File: src/rtl/ac_pkg.sv
// Shared Aho-Corasick table definitions: widths, sentinel states and the
// writer FSM encoding, common to the writer, the readers and the failure builder.
package ac_pkg;

  localparam int unsigned STATE_W    = 8;
  localparam int unsigned CHAR_W     = 4;
  localparam int unsigned ADDR_W     = STATE_W + CHAR_W;
  localparam int unsigned ID_W       = 8;

  localparam int unsigned ROOT_STATE = 0;
  localparam int unsigned NO_EDGE    = 0;

  typedef enum logic [1:0] {
    ST_CLEAR_SWEEP = 2'd0,
    ST_IDLE        = 2'd1,
    ST_LOOKUP      = 2'd2,
    ST_CHECK       = 2'd3
  } ac_state_e;

endpackage

File: src/rtl/goto_table_writer.sv
// Builds the Aho-Corasick goto trie and output table: sweeps goto memory to
// zero, then inserts keywords one character per three cycles.
module goto_table_writer #(
  parameter int unsigned STATE_W = ac_pkg::STATE_W,
  parameter int unsigned CHAR_W  = ac_pkg::CHAR_W,
  parameter int unsigned ADDR_W  = STATE_W + CHAR_W,
  parameter int unsigned ID_W    = ac_pkg::ID_W
) (
  input  logic               CLK,
  input  logic               RST,
  input  logic               CLEAR,
  input  logic               KW_VALID,
  output logic               KW_READY,
  input  logic [CHAR_W-1:0]  KW_CHARA,
  input  logic               KW_LAST,
  output logic               MEM_RE,
  output logic               MEM_WE,
  output logic [ADDR_W-1:0]  MEM_ADDR,
  output logic [STATE_W-1:0] MEM_WDATA,
  input  logic [STATE_W-1:0] MEM_RDATA,
  output logic               OUT_WE,
  output logic [STATE_W-1:0] OUT_ADDR,
  output logic [ID_W-1:0]    OUT_ID,
  output logic               BUSY,
  output logic               ERR_FULL,
  output logic [STATE_W:0]   NUM_STATES
);

  import ac_pkg::*;

  ac_state_e            state, state_nxt;
  logic [ADDR_W-1:0]    sweep_cnt;
  logic [STATE_W-1:0]   cur;
  logic [CHAR_W-1:0]    chara;
  logic                 last;
  logic [ID_W-1:0]      kw_id;
  logic [STATE_W:0]     num_states;
  logic                 err_full;
  logic                 kw_drop;

  logic                 hit, full, alloc, drop_now, sweep_done;
  logic [STATE_W-1:0]   nxt;

  // num_states never exceeds 2^STATE_W, so its MSB alone marks a full table
  assign hit        = (MEM_RDATA != STATE_W'(NO_EDGE));
  assign full       = num_states[STATE_W];
  assign alloc      = !kw_drop && !hit && !full;
  assign drop_now   = kw_drop || (!hit && full);
  assign nxt        = hit ? MEM_RDATA : num_states[STATE_W-1:0];
  assign sweep_done = (sweep_cnt == '1);

  always_ff @(posedge CLK or negedge RST) begin
    if (!RST) state <= ST_CLEAR_SWEEP;
    else      state <= state_nxt;
  end

  always_comb begin
    state_nxt = state;
    KW_READY  = 1'b0;
    MEM_RE    = 1'b0;
    MEM_WE    = 1'b0;
    MEM_ADDR  = {cur, chara};
    MEM_WDATA = '0;
    OUT_WE    = 1'b0;
    OUT_ADDR  = '0;
    case (state)
      ST_CLEAR_SWEEP: begin
        // gated by RST so no write strobe is presented while reset is held
        MEM_WE   = RST;
        MEM_ADDR = sweep_cnt;
        if (sweep_done) state_nxt = ST_IDLE;
      end
      ST_IDLE: begin
        KW_READY = !CLEAR;
        if (CLEAR)         state_nxt = ST_CLEAR_SWEEP;
        else if (KW_VALID) state_nxt = ST_LOOKUP;
      end
      ST_LOOKUP: begin
        MEM_RE    = 1'b1;
        state_nxt = ST_CHECK;
      end
      ST_CHECK: begin
        MEM_WE    = alloc;
        MEM_WDATA = num_states[STATE_W-1:0];
        OUT_WE    = last && !drop_now;
        OUT_ADDR  = nxt;
        state_nxt = ST_IDLE;
      end
      default: state_nxt = ST_CLEAR_SWEEP;
    endcase
  end

  always_ff @(posedge CLK or negedge RST) begin
    if (!RST) begin
      sweep_cnt  <= '0;
      cur        <= STATE_W'(ROOT_STATE);
      chara      <= '0;
      last       <= 1'b0;
      kw_id      <= '0;
      num_states <= (STATE_W+1)'(1);
      err_full   <= 1'b0;
      kw_drop    <= 1'b0;
    end else begin
      case (state)
        ST_CLEAR_SWEEP: begin
          sweep_cnt <= sweep_cnt + 1'b1;
          if (sweep_done) begin
            num_states <= (STATE_W+1)'(1);
            err_full   <= 1'b0;
            kw_id      <= '0;
            cur        <= STATE_W'(ROOT_STATE);
            kw_drop    <= 1'b0;
          end
        end
        ST_IDLE: begin
          if (CLEAR) begin
            sweep_cnt <= '0;
          end else if (KW_VALID) begin
            chara <= KW_CHARA;
            last  <= KW_LAST;
          end
        end
        ST_CHECK: begin
          if (alloc) num_states <= num_states + 1'b1;
          if (!kw_drop && !hit && full) err_full <= 1'b1;
          // an exhausted keyword freezes cur until its last beat returns to root
          if (last) begin
            kw_id   <= kw_id + 1'b1;
            cur     <= STATE_W'(ROOT_STATE);
            kw_drop <= 1'b0;
          end else if (!drop_now) begin
            cur <= nxt;
          end else begin
            kw_drop <= 1'b1;
          end
        end
        default: ;
      endcase
    end
  end

  assign BUSY       = (state != ST_IDLE);
  assign OUT_ID     = kw_id;
  assign ERR_FULL   = err_full;
  assign NUM_STATES = num_states;

endmodule

File: config.mk
export PLATFORM = sky130hd
export DESIGN_NAME = goto_table_writer
export DESIGN_NICKNAME = d
export VERILOG_FILES = /design/src/rtl/ac_pkg.sv /design/src/rtl/goto_table_writer.sv
export SDC_FILE = /design/constraint.sdc
export NUM_CORES = 1
export LEC_CHECK = 0
export BUFFER_PORTS_ARGS = -buffer_cell sky130_fd_sc_hd__clkbuf_2
export CORE_ASPECT_RATIO = 0.6
export CORE_MARGIN = 2
export CORE_UTILIZATION = 50
export DETAILED_ROUTE_END_ITERATION = 6
export PLACE_DENSITY = 0.73
export SLEW_MARGIN = 40
export SYNTH_ARGS = -nofsm -noshare
export SYNTH_HDL_FRONTEND = slang
export SYNTH_SLANG_ARGS = --single-unit
File: constraint.sdc
create_clock -name CLK -period 5.8 [get_ports CLK]
set_input_delay 1.45 -clock CLK [delete_from_list [all_inputs] [get_ports CLK]]
set_output_delay 1.45 -clock CLK [all_outputs]
set_load 0.02 [all_outputs]
==> results.py <==
metrics = {
    "status": {
        "status": "completed",
    },
    "finish": {
        "nets": 374,
        "fillers": 460,
        "fin_area_um2": 3210,
        "drive_gt1_frac": 0.308,
        "regArea_um2": 1150,
        "area_growth_syn_to_layout_pct": 19.1,
        "multi_input_area_um2": 1470,
        "diodes": 0,
    },
    "die": {
        "die_x_um": 98.8,
        "dieArea_um2": 6010,
        "initial_core_util": 0.525,
        "die_h_um": 60.9,
        "core_um2": 5130,
        "num_rows": 20,
        "io_pins": 68,
    },
    "timing": {
        "max_freq_mhz": 217,
        "setup_ws_ns": 1.19,
        "fin_setup_tns_ns": 0,
        "hold_slack_ns": 0.492,
        "timing.slew.headroom": 0.487,
        "fin_skew_ns": 0.0109,
        "rsz0062_at_grt": "no",
        "worst_pin_slew_ns": 0.762,
        "setup_violations": 0,
        "drv_slew": 0,
        "hold_viol_final": 0,
        "fin_crit_sh": 0.795,
        "period_needed_ns": 4.61,
    },
    "setup_path": {
        "critPathLaunchType": "input pin",
        "crit_required_ns": 4.35,
        "critPathArrivalTime_ns": 3.16,
        "crit_path_end_kind": "output pin",
        "crit_fanout": 9,
        "critical-path-max-stage-delay_ns": 0.68,
        "path_cells": "clkbuf_2 -> nor4_1 -> and2_1 -> a21oi_1 -> nor2b_1 -> clkbuf_2",
        "critical_path.slowest_cell": "nor4_1",
        "path_class": "input pin to output pin",
        "crit_path_frequent_cell": "clkbuf_2",
        "r2r_slack_ns": 3.24,
    },
    "drt": {
        "via_count": 2353,
        "ant_nets": 0,
        "drt_iter0_drc": 132,
        "vias_per_cell": 5.64,
        "finalWirelength_um": 6640,
        "dr.pass1.iters": 4,
        "drcViolationCount": 0,
        "wl_per_cell_um": 15.9,
    },
    "logic_synthesis": {
        "ys_types": 46,
        "synthFlopType": "dfrtp_1",
        "synth_area_leader_cell": "dfrtp_1",
        "netlist_top_cells_area": "dfrtp_1 42%, mux2_2 7.5%, nand2_1 4.2%, ha_1 3.3%, xnor2_1 3.3%",
        "synthArstFlopShare": 1.00,
        "syn_inst": 285,
        "synth_top_cells_by_count": "45 x dfrtp_1, 30 x nand2_1, 22 x nor2_1, 18 x mux2_2, 15 x o21ai_0",
        "syn_area_um2": 2690,
        "syn-num-nets": 309,
        "synth_top_area_frac": 0.418,
        "yosysWarnings": 0,
        "synth-edff-count": 0,
        "synth_seq_cells": 46,
        "syn_avg_cell_area_um2": 9.45,
        "yosysSeqAreaShare": 0.428,
        "post-synth-top-count-cell": "dfrtp_1",
    },
    "power": {
        "vdd_drop_max_uv": 379,
        "power_leakage_nw": 1.54,
        "p_per_area_nw_per_um2": 320,
    },
    "placed_design": {
        "place_area_um2": 3090,
        "pre_cts_ws_ns": 1.22,
        "port_buffers": 67,
        "gp_congestion": 0.920,
        "dp_hpwl_um": 4890,
    },
    "global_route": {
        "grt_use_total": 0.236,
        "antenna_found_initial": 0,
        "grt_max_degree": 47,
        "overflow": 0,
        "grt_pass1_wl_um": 11000,
        "grt_pass1_vias": 2194,
    },
    "cts": {
        "h-tree-depth": 2,
        "clockBufferDepth": 2,
        "clock_sinks": 46,
        "cts_hold_buf": 0,
        "post-cts-setup-buffer-count": 0,
        "cts_buffers": 5,
        "worstSkewPairLatency_ns": 0.30,
        "clk_pin_slew_ns": 0.09,
        "cts_tree": "yes",
        "cts-root-buf": "clkbuf_8",
        "cts-resized-gates": 0,
    },
    "flow_run": {
        "maxCapViolations": 0,
    },
    "worst_hold_path": {
        "min_path_type": "flip-flop to flip-flop",
    },
}
==> power breakdown <==
group | leakage (nW) | switching [mW] | internal (mW) | total [mW]
combinational | 0.867 | 0.223 | 0.150 | 0.374
clock | 0.0579 | 0.113 | 0.127 | 0.240
sequential | 0.616 | 0.0476 | 0.365 | 0.412
==> sequential cells by signal, summed over array words and instances, names as in the netlist <==
signal      cells
OUT_ID          8
sweep_cnt      12
NUM_STATES      9
cur             8
last            1
kw_drop         1
state           2
ERR_FULL        1
chara           4
==> final cells by class <==
class,count,area share
Tap cell,66,0.0257
Sequential cell,46,0.359
Timing Repair Buffer,69,0.109
Multi-Input combinational cell,217,0.459
Inverter,11,0.0129
Clock inverter,3,0.0125
Clock buffer,5,0.0214
==> cell families (layout without fill, tap and decap cells) <==
family                     after synthesis  in the layout  share of synthesized area
AOI/OAI and AO/OA                       53             53                      0.124
DFF                                     46             46                      0.428
buffers and inverters                   22             88                     0.0344
xor gates and xnor gates                18             18                     0.0585
adders and majority gates                7              7                     0.0325
and+or+nand+nor                        119            119                      0.241
muxes                                   20             20                     0.0827
==> critical path, delay by kind of cell <==
kind / cells / cell delay (ns)
compound gates: 1 / 0.16
buf+inv: 2 / 0.28
simple gates: 3 / 1.26
==> metal layers <==
layer,track usage,routed length [µm]
met1,0.367,3400
met5,0,0
met3,0.0495,392
met2,0.337,2800
met4,0.0548,38
==> cells in the final DEF (no fill, tap or decap), types with 10 or more instances in the layout <==
master    instances
clkbuf_2         67
dfrtp_1          45
nand2_1          30
nor2_1           22
mux2_2           18
o21ai_0          15
and2_1           12
inv_1            11
a21oi_1          11
nor2b_1          10
xnor2_1          10
==> stage by stage <==
step	power, mW	util	cells
2_1_floorplan	0.687	-	285
6_report	1.03	0.626	417
3_3_place_gp	0.777	0.601	409
3_5_place_dp	0.791	0.603	409
4_1_cts	1.03	0.624	417
5_1_grt	1.09	0.626	417
==> worst paths after layout <==
kind | to | startpoint | depth (start not counted)
setup reg to reg | cur[7] | state[1] | 7
max in group asynchronous | sweep_cnt[2] | RST | 2
min in group asynchronous | sweep_cnt[7] | RST | 2
hold reg to reg | cur[2] | cur[2] | 2
setup / recovery | OUT_ADDR[0] | MEM_RDATA[0] | 6
hold / removal | cur[2] | cur[2] | 2
Power figures use the tool's default switching activity.
